$ cat config.mk
export PLATFORM = sky130hd
export DESIGN_NAME = osc_trim_sar
export DESIGN_NICKNAME = d
export VERILOG_FILES = /design/src/rtl/osc_trim_sar.sv
export SDC_FILE = /design/constraint.sdc
export NUM_CORES = 1
export LEC_CHECK = 0
export ABC_CLOCK_PERIOD_IN_PS = 5300
export CELL_PAD_IN_SITES_DETAIL_PLACEMENT = 1
export CELL_PAD_IN_SITES_GLOBAL_PLACEMENT = 2
export CORE_ASPECT_RATIO = 1.1
export CORE_MARGIN = 4
export CORE_UTILIZATION = 36
export CTS_CLUSTER_SIZE = 25
export DETAILED_ROUTE_END_ITERATION = 10
export GPL_ROUTABILITY_DRIVEN = 0
export GPL_TIMING_DRIVEN = 0
export PLACE_DENSITY = 0.79
export RECOVER_POWER = 50
export SKIP_CTS_REPAIR_TIMING = 1
export SLEW_MARGIN = 20
export SYNTH_ARGS = -nofsm -noshare
export SYNTH_HDL_FRONTEND = slang
export SYNTH_SLANG_ARGS = --single-unit
$ cat constraint.sdc
create_clock -name clk -period 5.3 [get_ports clk]
set_clock_uncertainty 0.15 [all_clocks]
set_input_delay 0.795 -clock clk [delete_from_list [all_inputs] [get_ports clk]]
set_output_delay 0.795 -clock clk [all_outputs]
set_load 0.02 [all_outputs]
$ cat src/rtl/osc_trim_sar.sv
// Successive-approximation trim controller for the on-chip astable oscillator.
// Counts synchronized oscillator rising edges over a fixed clk window and
// binary-searches the trim code (MSB first) so the count lands on the target.
module osc_trim_sar #(
  parameter int unsigned TRIM_W        = 6,
  parameter int unsigned CNT_W         = 16,
  parameter int unsigned WINDOW_CYCLES = 1024,
  parameter int unsigned SETTLE_CYCLES = 16,
  parameter int unsigned TOL           = 2
) (
  input  logic              clk,
  input  logic              rst_n,
  input  logic              start,
  input  logic [CNT_W-1:0]  target_cnt,
  input  logic              osc_in,
  output logic [TRIM_W-1:0] trim_code,
  output logic              busy,
  output logic              done,
  output logic              locked,
  output logic [CNT_W-1:0]  meas_cnt
);

  localparam int unsigned TMR_MAX = (WINDOW_CYCLES > SETTLE_CYCLES) ? WINDOW_CYCLES : SETTLE_CYCLES;
  localparam int unsigned TMR_W   = $clog2(TMR_MAX + 1);
  localparam int unsigned IDX_W   = (TRIM_W > 1) ? $clog2(TRIM_W) : 1;

  typedef enum logic [2:0] {
    ST_IDLE,
    ST_SETTLE,
    ST_MEASURE,
    ST_DECIDE,
    ST_FSETTLE,
    ST_FMEAS,
    ST_DONE
  } state_t;

  state_t             r_state;
  logic               r_sync1;
  logic               r_sync2;
  logic               r_sync3;
  logic [CNT_W-1:0]   r_cnt;
  logic [CNT_W-1:0]   r_target;
  logic [TMR_W-1:0]   r_tmr;
  logic [IDX_W-1:0]   r_idx;

  logic               w_edge;
  logic [CNT_W-1:0]   w_cnt_nxt;
  logic [TRIM_W-1:0]  w_bit;
  logic [TRIM_W-1:0]  w_trim_kept;
  logic signed [CNT_W:0] w_diff;
  logic [CNT_W:0]     w_abs;
  logic               w_within_tol;

  // Rising edge of the synchronized oscillator; saturating next count.
  assign w_edge    = r_sync2 & ~r_sync3;
  assign w_cnt_nxt = (w_edge && (r_cnt != '1)) ? (r_cnt + CNT_W'(1)) : r_cnt;

  // Current trial bit and the trim code after the keep/clear decision.
  assign w_bit       = TRIM_W'(1) << r_idx;
  assign w_trim_kept = (meas_cnt > r_target) ? (trim_code & ~w_bit) : trim_code;

  // Lock test on the final window: |meas - target| <= TOL, one extra sign bit.
  assign w_diff       = $signed({1'b0, meas_cnt}) - $signed({1'b0, r_target});
  assign w_abs        = w_diff[CNT_W] ? $unsigned(-w_diff) : $unsigned(w_diff);
  assign w_within_tol = (w_abs <= (CNT_W+1)'(TOL));

  // Synchronizer, edge counter, window timer and SAR sequencing.
  always_ff @(posedge clk or negedge rst_n) begin
    if (!rst_n) begin
      r_state   <= ST_IDLE;
      r_sync1   <= 1'b0;
      r_sync2   <= 1'b0;
      r_sync3   <= 1'b0;
      r_cnt     <= '0;
      r_target  <= '0;
      r_tmr     <= '0;
      r_idx     <= '0;
      trim_code <= '0;
      busy      <= 1'b0;
      done      <= 1'b0;
      locked    <= 1'b0;
      meas_cnt  <= '0;
    end else begin
      r_sync1 <= osc_in;
      r_sync2 <= r_sync1;
      r_sync3 <= r_sync2;
      done    <= 1'b0;
      case (r_state)
        ST_IDLE: begin
          if (start) begin
            r_target  <= target_cnt;
            r_idx     <= IDX_W'(TRIM_W - 1);
            trim_code <= TRIM_W'(1) << (TRIM_W - 1);
            locked    <= 1'b0;
            busy      <= 1'b1;
            r_tmr     <= TMR_W'(SETTLE_CYCLES - 1);
            r_state   <= ST_SETTLE;
          end
        end
        ST_SETTLE, ST_FSETTLE: begin
          if (r_tmr == '0) begin
            r_tmr   <= TMR_W'(WINDOW_CYCLES - 1);
            r_cnt   <= '0;
            r_state <= (r_state == ST_SETTLE) ? ST_MEASURE : ST_FMEAS;
          end else begin
            r_tmr <= r_tmr - TMR_W'(1);
          end
        end
        ST_MEASURE, ST_FMEAS: begin
          r_cnt <= w_cnt_nxt;
          if (r_tmr == '0) begin
            meas_cnt <= w_cnt_nxt;
            r_state  <= (r_state == ST_MEASURE) ? ST_DECIDE : ST_DONE;
          end else begin
            r_tmr <= r_tmr - TMR_W'(1);
          end
        end
        ST_DECIDE: begin
          r_tmr <= TMR_W'(SETTLE_CYCLES - 1);
          if (r_idx != '0) begin
            trim_code <= w_trim_kept | (w_bit >> 1);
            r_idx     <= r_idx - IDX_W'(1);
            r_state   <= ST_SETTLE;
          end else begin
            trim_code <= w_trim_kept;
            r_state   <= ST_FSETTLE;
          end
        end
        ST_DONE: begin
          locked  <= w_within_tol;
          done    <= 1'b1;
          busy    <= 1'b0;
          r_state <= ST_IDLE;
        end
        default: r_state <= ST_IDLE;
      endcase
    end
  end

endmodule

==> flow_summary.json <==
{
  "drc": 0,
  "grt_overflow_total": 0,
  "pwr-share-clk_pct": 43.9,
  "clkSinkCount": 77,
  "ios": 45,
  "initial_core_util_pct": 36.89,
  "grt_pass1_wl_um": 24910,
  "nets": 725,
  "r2r_end": "locked$_DFFE_PN0P_",
  "startpoint_type": "register",
  "synth_seq_area_share_pct": 37.71,
  "netlist_instances": 624,
  "cap_viol_max_count": 1,
  "power.share.switching_pct": 25.79,
  "hold_class": "reg -> reg",
  "crit_arrival_ns": 3.72,
  "num_vias": 4660,
  "instances_no_fill": 873,
  "fp.dieArea_um2": 16170,
  "grt_max_degree": 52,
  "antenna_left": 0,
  "clockBufferDepth": 2,
  "routed_wl_um": 14740,
  "crit_type": "reg -> reg",
  "grt_use_total_pct": 19.05,
  "antenna_found_initial": 0,
  "synth_ff_type": "dfrtp_1",
  "final_max_slew_viol_count": 27,
  "port_buffers": 44,
  "ys.warnings.count": 0,
  "yosysUniqueCellTypes": 67,
  "regToRegSetupSlack_ns": 1.68,
  "power_frac_seq_pct": 44.3,
  "drt_iter0_drc": 221,
  "clock_latency_ns": 0.34,
  "drive_above_1_share_pct": 5.839,
  "max_slew.worst_pin.slew_ns": 1.668,
  "violations": "max-capacitance violations, max-slew violations",
  "netlist_area_um2": 5110,
  "grt_pass1_vias": 4778,
  "hpwl_um": 11510,
  "final_cell_area_um2": 6106,
  "utilization_pct": 44.08,
  "fin_crit_sh_pct": 68.29,
  "seq_area_um2": 1927,
  "die_y_um": 133.0,
  "cts_max_level": 3,
  "synth.avg_cell_area_um2": 8.189,
  "clk_pin_slew_ns": 0.06,
  "syn_nets": 669,
  "area_growth_pct": 19.49,
  "cp.required_ns": 5.41,
  "n_fill_cell": 1699,
  "p_int_uw": 1055,
  "postLayoutSetupSlackWorst_ns": 1.681,
  "cts_buffers": 9,
  "cp-endpoint": "locked$_DFFE_PN0P_",
  "crit_fanout": 4,
  "cp-startpoint": "meas_cnt[0]$_DFFE_PN0P_",
  "ys_ff_latch": 77,
  "worst_setup_path_end_kind": "register",
  "powerDensity_nw_per_um2": 232.8,
  "comb_power_share_pct": 11.8,
  "wl_per_cell_um": 16.88,
  "period_minus_slack_ns": 3.619,
  "timing.slew.headroom_pct": -11.19,
  "num_rows": 45,
  "setup_tns_ns": 0,
  "dr.pass1.iters": 4,
  "multiInputGateArea_um2": 2920,
  "async_flop_share_pct": 100.0,
  "place_area_um2": 5811,
  "finalHoldViolCount": 0,
  "cts_tree": "yes",
  "numPlacedInstances": 857,
  "viasPerCell": 5.338,
  "rsz0062_at_grt": "false",
  "core_area_um2": 13850,
  "r2r-start": "meas_cnt[0]$_DFFE_PN0P_",
  "clockRootBuffer": "clkbuf_16",
  "power.switching_uw": 366.7,
  "max_freq_ghz": 0.2763,
  "die_x_um": 121.6,
  "rr_worst_depth": 13,
  "diodes": 0,
  "setup_viol": 0,
  "dp_slack_ns": 1.655,
  "outcome": "complete, but fails checks",
  "p_leak_uw": 0.002577,
  "synth_edf_count": 0,
  "vdd_drop_max_mv": 0.1482
}
-- kinds of logic (layout without fill, tap and decap cells) --
logic type	Yosys count	count (layout)	share of synthesized area, %
compound gates	186	186	22.75
xor+xnor	37	37	6.342
fa+ha+maj	25	25	6.268
buf+inv	65	126	5.264
flops	77	77	37.71
mux	5	5	1.077
simple gates	229	229	20.59
-- synth_stat cells (2+ instances only) --
cell type / instances / area share [%]
a211oi_1: 3 / 0.44
and3_1: 6 / 0.73
o22ai_1: 5 / 0.61
a31oi_1: 11 / 1.3
o22a_1: 2 / 0.34
xnor2_1: 20 / 3.4
a21oi_1: 37 / 3.6
a22o_1: 2 / 0.34
or3_1: 2 / 0.24
a21boi_1: 2 / 0.29
nor3_1: 13 / 1.3
a22oi_1: 4 / 0.59
a41o_1: 2 / 0.39
nand3_1: 13 / 1.3
buf_6: 2 / 0.44
o211ai_1: 6 / 0.88
o211a_1: 2 / 0.39
and2_1: 3 / 0.37
o41ai_1: 4 / 0.69
mux2i_1: 3 / 0.59
nor2_1: 62 / 4.6
or4_1: 2 / 0.29
dfrtp_1: 77 / 38
inv_1: 32 / 2.4
xor2_1: 17 / 2.9
nor2b_1: 5 / 0.61
a21o_1: 5 / 0.73
buf_2: 8 / 0.78
nand2b_1: 8 / 0.98
a31o_2: 2 / 0.34
o21ai_0: 42 / 4.1
nand3b_1: 3 / 0.44
ha_1: 24 / 5.9
nand4_1: 10 / 1.2
or2_1: 2 / 0.24
o31ai_1: 9 / 1.3
nor4_1: 2 / 0.24
nand2_1: 90 / 6.6
clkbuf_1: 23 / 1.7
o21ai_1: 32 / 3.1
-- power groups by stage --
| stage | logic, uW | registers, uW | clock network [uW] |
|---|---|---|---|
| 6_report | 167 | 630 | 624 |
| 5_1_grt | 190 | 634 | 668 |
| 4_1_cts | 170 | 630 | 641 |
| 3_5_place_dp | 168 | 640 | 0 |
| 3_3_place_gp | 160 | 639 | 0 |
| 2_1_floorplan | 110 | 635 | 0 |
-- critical path, cell delays in order (launching register included) --
cell and delay [ns]:
dfrtp_1 0.37, inv_1 0.09, ha_1 0.24, fa_1 0.41, nand2b_1 0.21, a21boi_1 0.28, o211ai_1 0.23, mux2i_1 0.24
o211ai_1 0.15, nor4_1 0.52, nand3_1 0.14, a31oi_1 0.20, o2111ai_1 0.13, o21ai_1 0.18
-- sequential cells by signal, indices dropped and copies added, names as in the netlist, 3 cells and up --
name / flops
trim_code: 6
r_target: 16
meas_cnt: 16
r_tmr: 11
r_cnt: 16
r_idx: 3
r_state: 3
-- cell usage in the layout (no fill, tap or decap), types with 3 or more instances in the layout --
cell type and count:
and2_1 3, and3_1 6, nor2_1 62, nand3b_1 3, ha_1 24, inv_1 32
nand4_1 10, clkbuf_16 9, dlygate4sd3_1 7, o41ai_1 4, nand2b_1 8, dfrtp_1 77
nor3_1 13, o22ai_1 5, a21o_1 5, xnor2_1 20, nor2b_1 5, a31oi_1 11
nand3_1 13, a22oi_1 4, buf_2 8, clkbuf_1 25, clkinv_2 4, o31ai_1 9
o211ai_1 6, a21oi_1 37, mux2i_1 3, o21ai_0 42, clkdlybuf4s50_1 36, o21ai_1 32
nand2_1 90, a211oi_1 3, xor2_1 17
-- worst min-delay path by stage --
stage / startpoint / to / slack, ns / cells after the start
2_1_floorplan: r_sync1$_DFF_PN0_ / r_sync2$_DFF_PN0_ / 0.18 / 0
3_3_place_gp: r_sync1$_DFF_PN0_ / r_sync2$_DFF_PN0_ / 0.20 / 0
3_5_place_dp: r_sync1$_DFF_PN0_ / r_sync2$_DFF_PN0_ / 0.19 / 0
4_1_cts: r_sync1$_DFF_PN0_ / r_sync2$_DFF_PN0_ / 0.21 / 0
5_1_grt: r_sync1$_DFF_PN0_ / r_sync2$_DFF_PN0_ / 0.22 / 0
6_report: r_sync1$_DFF_PN0_ / r_sync2$_DFF_PN0_ / 0.20 / 0
-- final cells by class --
| cell class | count | area share, % |
|---|---|---|
| plain buffers | 33 | 2.439 |
| clock buffers | 11 | 3.975 |
| clock inverters | 5 | 0.8197 |
| inverters | 32 | 1.967 |
| multi-input cells | 482 | 47.83 |
| flip-flops and latches | 77 | 31.56 |
| well taps | 188 | 3.852 |
| repair buffers | 45 | 7.561 |
-- metrics by stage --
step / hold WS (ns) / power (uW)
after global routing: 0.2201 / 1492
after detailed placement: 0.1879 / 807.9
after floorplan: 0.1812 / 745.3
final: 0.2049 / 1422
after global placement: 0.1961 / 799.2
after CTS: 0.2070 / 1440
-- layer usage --
layer	global-route usage [%]	vias to the layer above	wire length [um]
met4	4.857	0	152
met3	2.907	14	251
li1	-	2298	-
met5	0	-	0
met1	25.63	2310	6991
met2	31.95	38	7340
No activity file was read; power rests on OpenSTA's default activity.
